<file path="src/rtl/opsel_pkg.sv">
// Shared definitions for the operand select pipeline: width helper,
// mode encoding and legal parameter ranges.
package opsel_pkg;

  localparam int N_MIN      = 2;
  localparam int N_MAX      = 16;
  localparam int STAGES_MIN = 1;
  localparam int STAGES_MAX = 4;

  typedef enum logic {
    MODE_DIRECT = 1'b0,
    MODE_AUTO   = 1'b1
  } opsel_mode_e;

  // Smallest r with 2**r >= v (at least 1 bit for v >= 2).
  function automatic int unsigned clog2(input int unsigned v);
    int unsigned r;
    r = 0;
    for (int unsigned i = 0; i < 32; i++) begin
      if ((32'd1 << i) < v) r = i + 1;
    end
    return r;
  endfunction

endpackage

</file>
<file path="src/rtl/opsel_stage.sv">
// One pipeline register slice holding {valid, data, chan}.
module opsel_stage #(
  parameter int W     = 32,
  parameter int SEL_W = 2
) (
  input  logic             clk,
  input  logic             rst_n,     // active-high despite the name
  input  logic             flush,
  input  logic             load,
  input  logic             in_valid,
  input  logic [W-1:0]     in_data,
  input  logic [SEL_W-1:0] in_chan,
  output logic             valid,
  output logic [W-1:0]     data,
  output logic [SEL_W-1:0] chan
);

  // Capture upstream contents when this slice is empty or draining; flush only drops valid.
  always_ff @(posedge clk or posedge rst_n) begin
    if (rst_n) begin
      valid <= 1'b0;
      data  <= '0;
      chan  <= '0;
    end else if (flush) begin
      valid <= 1'b0;
    end else if (load) begin
      valid <= in_valid;
      if (in_valid) begin
        data <= in_data;
        chan <= in_chan;
      end
    end
  end

endmodule

</file>
<file path="src/rtl/operand_sel_pipe.sv">
// Selects one of N input channels (direct or round-robin) and carries the
// word plus its channel index through a STAGES-deep ready/valid pipeline.
module operand_sel_pipe
  import opsel_pkg::*;
#(
  parameter int  W      = 32,
  parameter int  N      = 4,
  parameter int  STAGES = 2,
  localparam int SEL_W  = clog2(N)
) (
  input  logic             clk,
  input  logic             rst_n,     // active-high asynchronous reset
  input  logic [N*W-1:0]   in_data,
  input  logic [SEL_W-1:0] sel,
  input  logic             mode,
  input  logic             flush,
  input  logic             in_valid,
  output logic             in_ready,
  output logic [W-1:0]     out_data,
  output logic [SEL_W-1:0] out_chan,
  output logic             out_valid,
  input  logic             out_ready
);

  if (N < N_MIN || N > N_MAX || STAGES < STAGES_MIN || STAGES > STAGES_MAX) begin : g_bad_param
    $error("operand_sel_pipe: N or STAGES outside legal range");
  end

  logic [STAGES-1:0] st_v;
  logic [STAGES-1:0] st_ld;
  logic [W-1:0]      st_d [STAGES];
  logic [SEL_W-1:0]  st_c [STAGES];

  logic [SEL_W-1:0]  ctr;
  logic [SEL_W-1:0]  mux_chan;
  logic [W-1:0]      mux_data;
  logic              accept;

  // Channel choice: counter in auto mode, clamped sel in direct mode.
  always_comb begin
    mux_chan = ctr;
    if (mode == MODE_DIRECT) begin
      if (int'(sel) >= N) mux_chan = SEL_W'(N - 1);
      else                mux_chan = sel;
    end
    mux_data = in_data[int'(mux_chan)*W +: W];
  end

  // Load enables ripple back from the output: a full stage may reload only if its successor takes its beat.
  always_comb begin
    st_ld = '0;
    st_ld[STAGES-1] = !st_v[STAGES-1] || out_ready;
    for (int unsigned i = 1; i < STAGES; i++) begin
      st_ld[STAGES-1-i] = !st_v[STAGES-1-i] || st_ld[STAGES-i];
    end
  end

  assign in_ready = st_ld[0] && !flush;
  assign accept   = in_valid && in_ready;

  // Round-robin counter: advances per auto-mode accept, cleared by flush.
  always_ff @(posedge clk or posedge rst_n) begin
    if (rst_n) begin
      ctr <= '0;
    end else if (flush) begin
      ctr <= '0;
    end else if (accept && mode == MODE_AUTO) begin
      ctr <= (ctr == SEL_W'(N - 1)) ? '0 : ctr + 1'b1;
    end
  end

  for (genvar g = 0; g < STAGES; g++) begin : g_stage
    logic             in_v;
    logic [W-1:0]     in_d;
    logic [SEL_W-1:0] in_c;

    if (g == 0) begin : g_head
      assign in_v = accept;
      assign in_d = mux_data;
      assign in_c = mux_chan;
    end else begin : g_body
      assign in_v = st_v[g-1];
      assign in_d = st_d[g-1];
      assign in_c = st_c[g-1];
    end

    opsel_stage #(
      .W     (W),
      .SEL_W (SEL_W)
    ) u_stage (
      .clk      (clk),
      .rst_n    (rst_n),
      .flush    (flush),
      .load     (st_ld[g]),
      .in_valid (in_v),
      .in_data  (in_d),
      .in_chan  (in_c),
      .valid    (st_v[g]),
      .data     (st_d[g]),
      .chan     (st_c[g])
    );
  end

  assign out_valid = st_v[STAGES-1];
  assign out_data  = st_d[STAGES-1];
  assign out_chan  = st_c[STAGES-1];

endmodule

</file>
<file path="config.mk">
export PLATFORM = sky130hd
export DESIGN_NAME = operand_sel_pipe
export DESIGN_NICKNAME = d
export VERILOG_FILES = /design/src/rtl/opsel_pkg.sv /design/src/rtl/opsel_stage.sv /design/src/rtl/operand_sel_pipe.sv
export SDC_FILE = /design/constraint.sdc
export NUM_CORES = 1
export LEC_CHECK = 0
export BUFFER_PORTS_ARGS = -buffer_cell sky130_fd_sc_hd__buf_2
export CORE_ASPECT_RATIO = 1.75
export CORE_MARGIN = 10
export CORE_UTILIZATION = 42
export CTS_CLUSTER_DIAMETER = 150
export CTS_CLUSTER_SIZE = 16
export DETAILED_ROUTE_END_ITERATION = 12
export GPL_TIMING_DRIVEN = 0
export HOLD_SLACK_MARGIN = 0.15
export PLACE_DENSITY = 0.76
export SLEW_MARGIN = 30
export SYNTH_ARGS = -nofsm -noshare
export SYNTH_HDL_FRONTEND = slang
export SYNTH_SLANG_ARGS = --single-unit
</file>
<file path="constraint.sdc">
create_clock -name clk -period 2.2 [get_ports clk]
set_input_delay 0.44 -clock clk [delete_from_list [all_inputs] [get_ports clk]]
set_output_delay 0.44 -clock clk [all_outputs]
set_load 0.02 [all_outputs]
</file>
Word level (Yosys, flattened, before mapping)
Cells that the tools add are included.

storage, ports and cells
  register bits = 72
  input port bits = 136
  output and inout port bits = 36
  word-level logic and storage cells = 32

operators by class
  $add $sub $neg = 1
  equal/unequal tests = 1
  shift-type cells = 1
  multiplexer cells = 8
  bitwise logic cells = 1
  reductions and logical operators = 13

operators by type and width
  cell                   number
  $shiftx A128 B8 Y32    1
  $mux W2                4
  $reduce_and A3 Y1      2
  $reduce_bool A2 Y1     3
  $mux W1                4
  $logic_and A1 B1 Y1    3
  $logic_not A1 Y1       3
  $add A2 B1 Y2 const B  1
  $eq A2 B2 Y1 const B   1
  $logic_or A1 B1 Y1     2
  $not A1 Y1             1

Longest topological paths before layout
  depth after elaboration = 8
  mapped depth = 6
  gate-level depth less buffers = 4

Cells and area by module
Synthesis repeated with hierarchy kept, for this count alone.

unflattened totals
  cell total of the unflattened synthesis = 278
  area total of the unflattened synthesis = 4,152.7 µm²

by module, submodules not included
  module            instances  cells an instance  area each (µm²)  seq. area each (µm²)
  opsel_stage       2          76                 1,442.6          875.8
  operand_sel_pipe  1          126                1,267.5          50.0

Least setup slack after synthesis
OpenSTA, ideal clock, no wires.

  path kind = input to register
  start = input port mode
  end = register g_stage[0].u_stage.data[10]
  setup time = 142 ps
  data arrival time = 1,368 ps
  required time = 2,058 ps
  setup slack = 689 ps
  cell stages on the path = 5
  path buffers = 2
  path through = mux2i_1 buf_6 buf_12 mux2i_1 o221ai_1

between the ends
  longest elaborated chain between the ends = 2

ends and longest elaborated chain
  item                  RTL line                text
  from (decl)           operand_sel_pipe.sv:15  input logic mode,
  $mux W2               operand_sel_pipe.sv:42  if (mode == MODE_DIRECT) begin
  $shiftx A128 B8 Y32   operand_sel_pipe.sv:46  mux_data = in_data[int'(mux_chan)*W +: W];
  to (signal assigned)  opsel_stage.sv:29       data <= in_data;
  to (decl)             opsel_stage.sv:14       output logic [W-1:0] data,

No other way between the ends.
A chain may end at the register's enable or synchronous reset.

Worst setup path in the final report
  start = register ctr[0]
  end = register g_stage[0].u_stage.data[19]

between the ends
  longest elaborated chain between the ends = 2

ends and longest elaborated chain
  item                    RTL line                text
  from (decl)             operand_sel_pipe.sv:34  logic [SEL_W-1:0] ctr;
  from (signal assigned)  operand_sel_pipe.sv:68  ctr <= (ctr == SEL_W'(N - 1)) ? '0 : ctr + 1'b1;
  $mux W2                 operand_sel_pipe.sv:42
  $shiftx A128 B8 Y32     operand_sel_pipe.sv:46

No other way between the ends.

==> results.json <==
{
  "outcome": "finished, final reports clean",
  "slew_headroom": 0.635,
  "worstSetupPathType": "reg2reg",
  "p_sw_mw": 1.32,
  "antenna_found_initial": 0,
  "wl_per_cell_um": 18.1,
  "start_kind": "flop",
  "rsz0062_at_grt": "false",
  "cp_data_required_time_ns": 2.37,
  "initial_utilization": 0.434,
  "yosysWarnings": 0,
  "grt_pass1_vias": 3399,
  "port_buffers": 171,
  "synth_cell_types": 25,
  "rows": 44,
  "dp_hpwl_mm": 8.58,
  "postSynthCellCount": 285,
  "setup_tns_ns": 0,
  "max_stage_delay_ns": 0.42,
  "critPathSlowestCell": "dfrtp_1",
  "syn-mean-instance-area_um2": 12.7,
  "synth-seq-cells": 72,
  "area_growth_syn_to_layout_pct": 37.9,
  "pwr-share-seq": 0.395,
  "postCtsSetupBuffers": 0,
  "setup_slack_ns": 0.499,
  "regArea_mm2": 0.00180,
  "cts.path.max_buffers": 2,
  "die-area_mm2": 0.0129,
  "ys_seq_area_frac": 0.496,
  "drc": 0,
  "combPwrFrac": 0.260,
  "drt.antenna.violating_nets": 0,
  "drt_iter0_drc": 100,
  "synth_fp_nets": 422,
  "crit_chain": "mux2i_1, buf_6, buf_12, mux2i_1, o221ai_1",
  "cp_max_fo": 10,
  "clock_skew_ns": 0.00547,
  "multi_input_area_mm2": 0.00161,
  "vdd_ir_drop_max_v": 0.000480,
  "crit_buf_inv": 2,
  "die_x_um": 90.3,
  "hold_path.class": "in2reg",
  "hold_buffers": 1,
  "crit_family": "multiplexers",
  "cts_buffers": 9,
  "grt_pass1_wl_mm": 16.9,
  "cts_sinks": 72,
  "drive_above_1_share": 0.436,
  "ff2ff_setup_slack_ns": 0.50,
  "finalHoldViolCount": 0,
  "clk_pin_slew_ns": 0.05,
  "io_pins": 172,
  "die_h_um": 143,
  "final_max_slew_viol_count": 0,
  "setup_violations": 0,
  "grt_use_total": 0.162,
  "vias": 3015,
  "nFillCells": 747,
  "fmax_mhz": 588,
  "num_antenna_cells": 0,
  "grt_overflow_total": 0,
  "switching_share": 0.295,
  "leakagePower_nw": 2.77,
  "h-tree-depth": 3,
  "cts.repair.resized": 0,
  "gp_congestion": 0.741,
  "grt_start_max_net_pins": 32,
  "final.min_clock_period_ns": 1.70,
  "cp-end-kind": "flop",
  "vias_per_cell": 5.11,
  "p_int_mw": 3.16,
  "post-place-ws_ns": 0.279,
  "power_density_mw_per_mm2": 895,
  "cts_tree": "done",
  "worstMarginPinSlew_ns": 0.548,
  "clkPwrFrac": 0.345,
  "cpMostUsedCell": "mux2i_1",
  "clk_latency_ns": 0.33,
  "root_buffer": "clkbuf_16",
  "cp.arrival_ns": 1.87,
  "dr.pass1.iters": 4,
  "timing.final.crit_share": 0.773,
  "nNetsFinal": 607,
  "core_area_mm2": 0.00837,
  "cap_viol_max_count": 0,
  "finalWirelength_mm": 10.7,
  "synth_area_mm2": 0.00363
}
-- power by group through the flow --
stage / Sequential [mW] / Combinational, mW / Clock (mW)
after CTS: 1.77 / 1.19 / 1.58
after detailed placement: 1.79 / 1.19 / 0
after floorplan: 2.02 / 0.463 / 0
after global routing: 1.81 / 1.27 / 1.63
final: 1.77 / 1.16 / 1.54
after global placement: 1.78 / 1.15 / 0
-- cells by family after synthesis --
family / share of synthesized area
mux: 0.293
flops: 0.496
buf+inv: 0.0593
simple gates: 0.0658
fa+ha+maj: 0.00345
compound gates: 0.0820
-- metrics by stage --
step,total power [mW],util,hold slack (ns),area (um^2),std cells
2_1_floorplan,2.48,-,0.439,3630,285
3_3_place_gp,2.93,0.554,0.452,4630,571
3_5_place_dp,2.98,0.559,0.456,4670,573
4_1_cts,4.54,0.598,0.365,5010,590
5_1_grt,4.71,0.598,0.402,5010,590
6_report,4.48,0.598,0.367,5010,590
-- layout make-up --
type / instances / area share
Inverter: 2 / 0.00225
Multi-Input combinational cell: 191 / 0.322
Tap cell: 115 / 0.0287
Sequential cell: 72 / 0.360
Clock inverter: 5 / 0.0160
Timing Repair Buffer: 174 / 0.181
Buffer: 20 / 0.0415
Clock buffer: 11 / 0.0485
-- per-layer routing --
metal,GRT usage,part of all wire,vias to the layer above
li1,-,-,1428
met3,0.0278,0.041,15
met2,0.301,0.55,110
met1,0.174,0.38,1462
met4,0.0791,0.023,0
met5,0,0,-
-- placed cells by master, fill, tap and decap left out, drive strengths merged --
master       count
o22ai            1
o221ai          31
a21oi            1
or2              1
clkinvlp         3
dlygate4sd3      1
o32a             1
dfrtp           72
nand3            2
nor2b            1
mux2i           67
o21ai            1
clkbuf          17
nand2b           1
nand2           35
inv              1
clkinv           1
or2b             1
buf            187
nor2            10
nand3b           2
mux2            35
ha               1
bufinv           2
-- flip-flops by register name (all words and copies together) (netlist names) --
signal and cells:
g_stage.u_stage.data 64, g_stage.u_stage.chan 4, ctr 2, g_stage.u_stage.valid 2
-- synthesized netlist by cell type (all sizes together) --
library cell	n	area, um^2
mux2	35	394
buf	14	185
clkbuf	6	22.5
nand2	35	139
o22ai	1	6.26
mux2i	67	671
o32a	1	10.0
nor2	10	37.5
inv	2	7.51
or2	1	6.26
a21oi	1	5.00
or2b	1	7.51
nand3	2	10.0
dfrtp	72	1800
nand3b	2	18.8
o21ai	1	5.00
nor2b	1	13.8
o221ai	31	272
nand2b	1	6.26
ha	1	12.5
-- worst register-to-register path, delay by kind of cell (launching register included) --
kind,cells,cell delay [ns]
buf+inv,2,0.44
flops,1,0.42
mux,2,0.52
compound gates,1,0.17
-- path summary, 6_finish.rpt --
check | depth (start not counted) | endpoint | startpoint
max | 5 | g_stage[0].u_stage.data[19] | ctr[0]
min | 3 | g_stage[0].u_stage.valid | in_valid
max reg2reg | 5 | g_stage[0].u_stage.data[19] | ctr[0]
min reg2reg | 2 | g_stage[0].u_stage.chan[1] | g_stage[0].u_stage.chan[1]
max in group asynchronous | 5 | ctr[0] | rst_n
min in group asynchronous | 3 | g_stage[1].u_stage.data[14] | rst_n
Note: power is estimated with default switching activity, not from simulation.
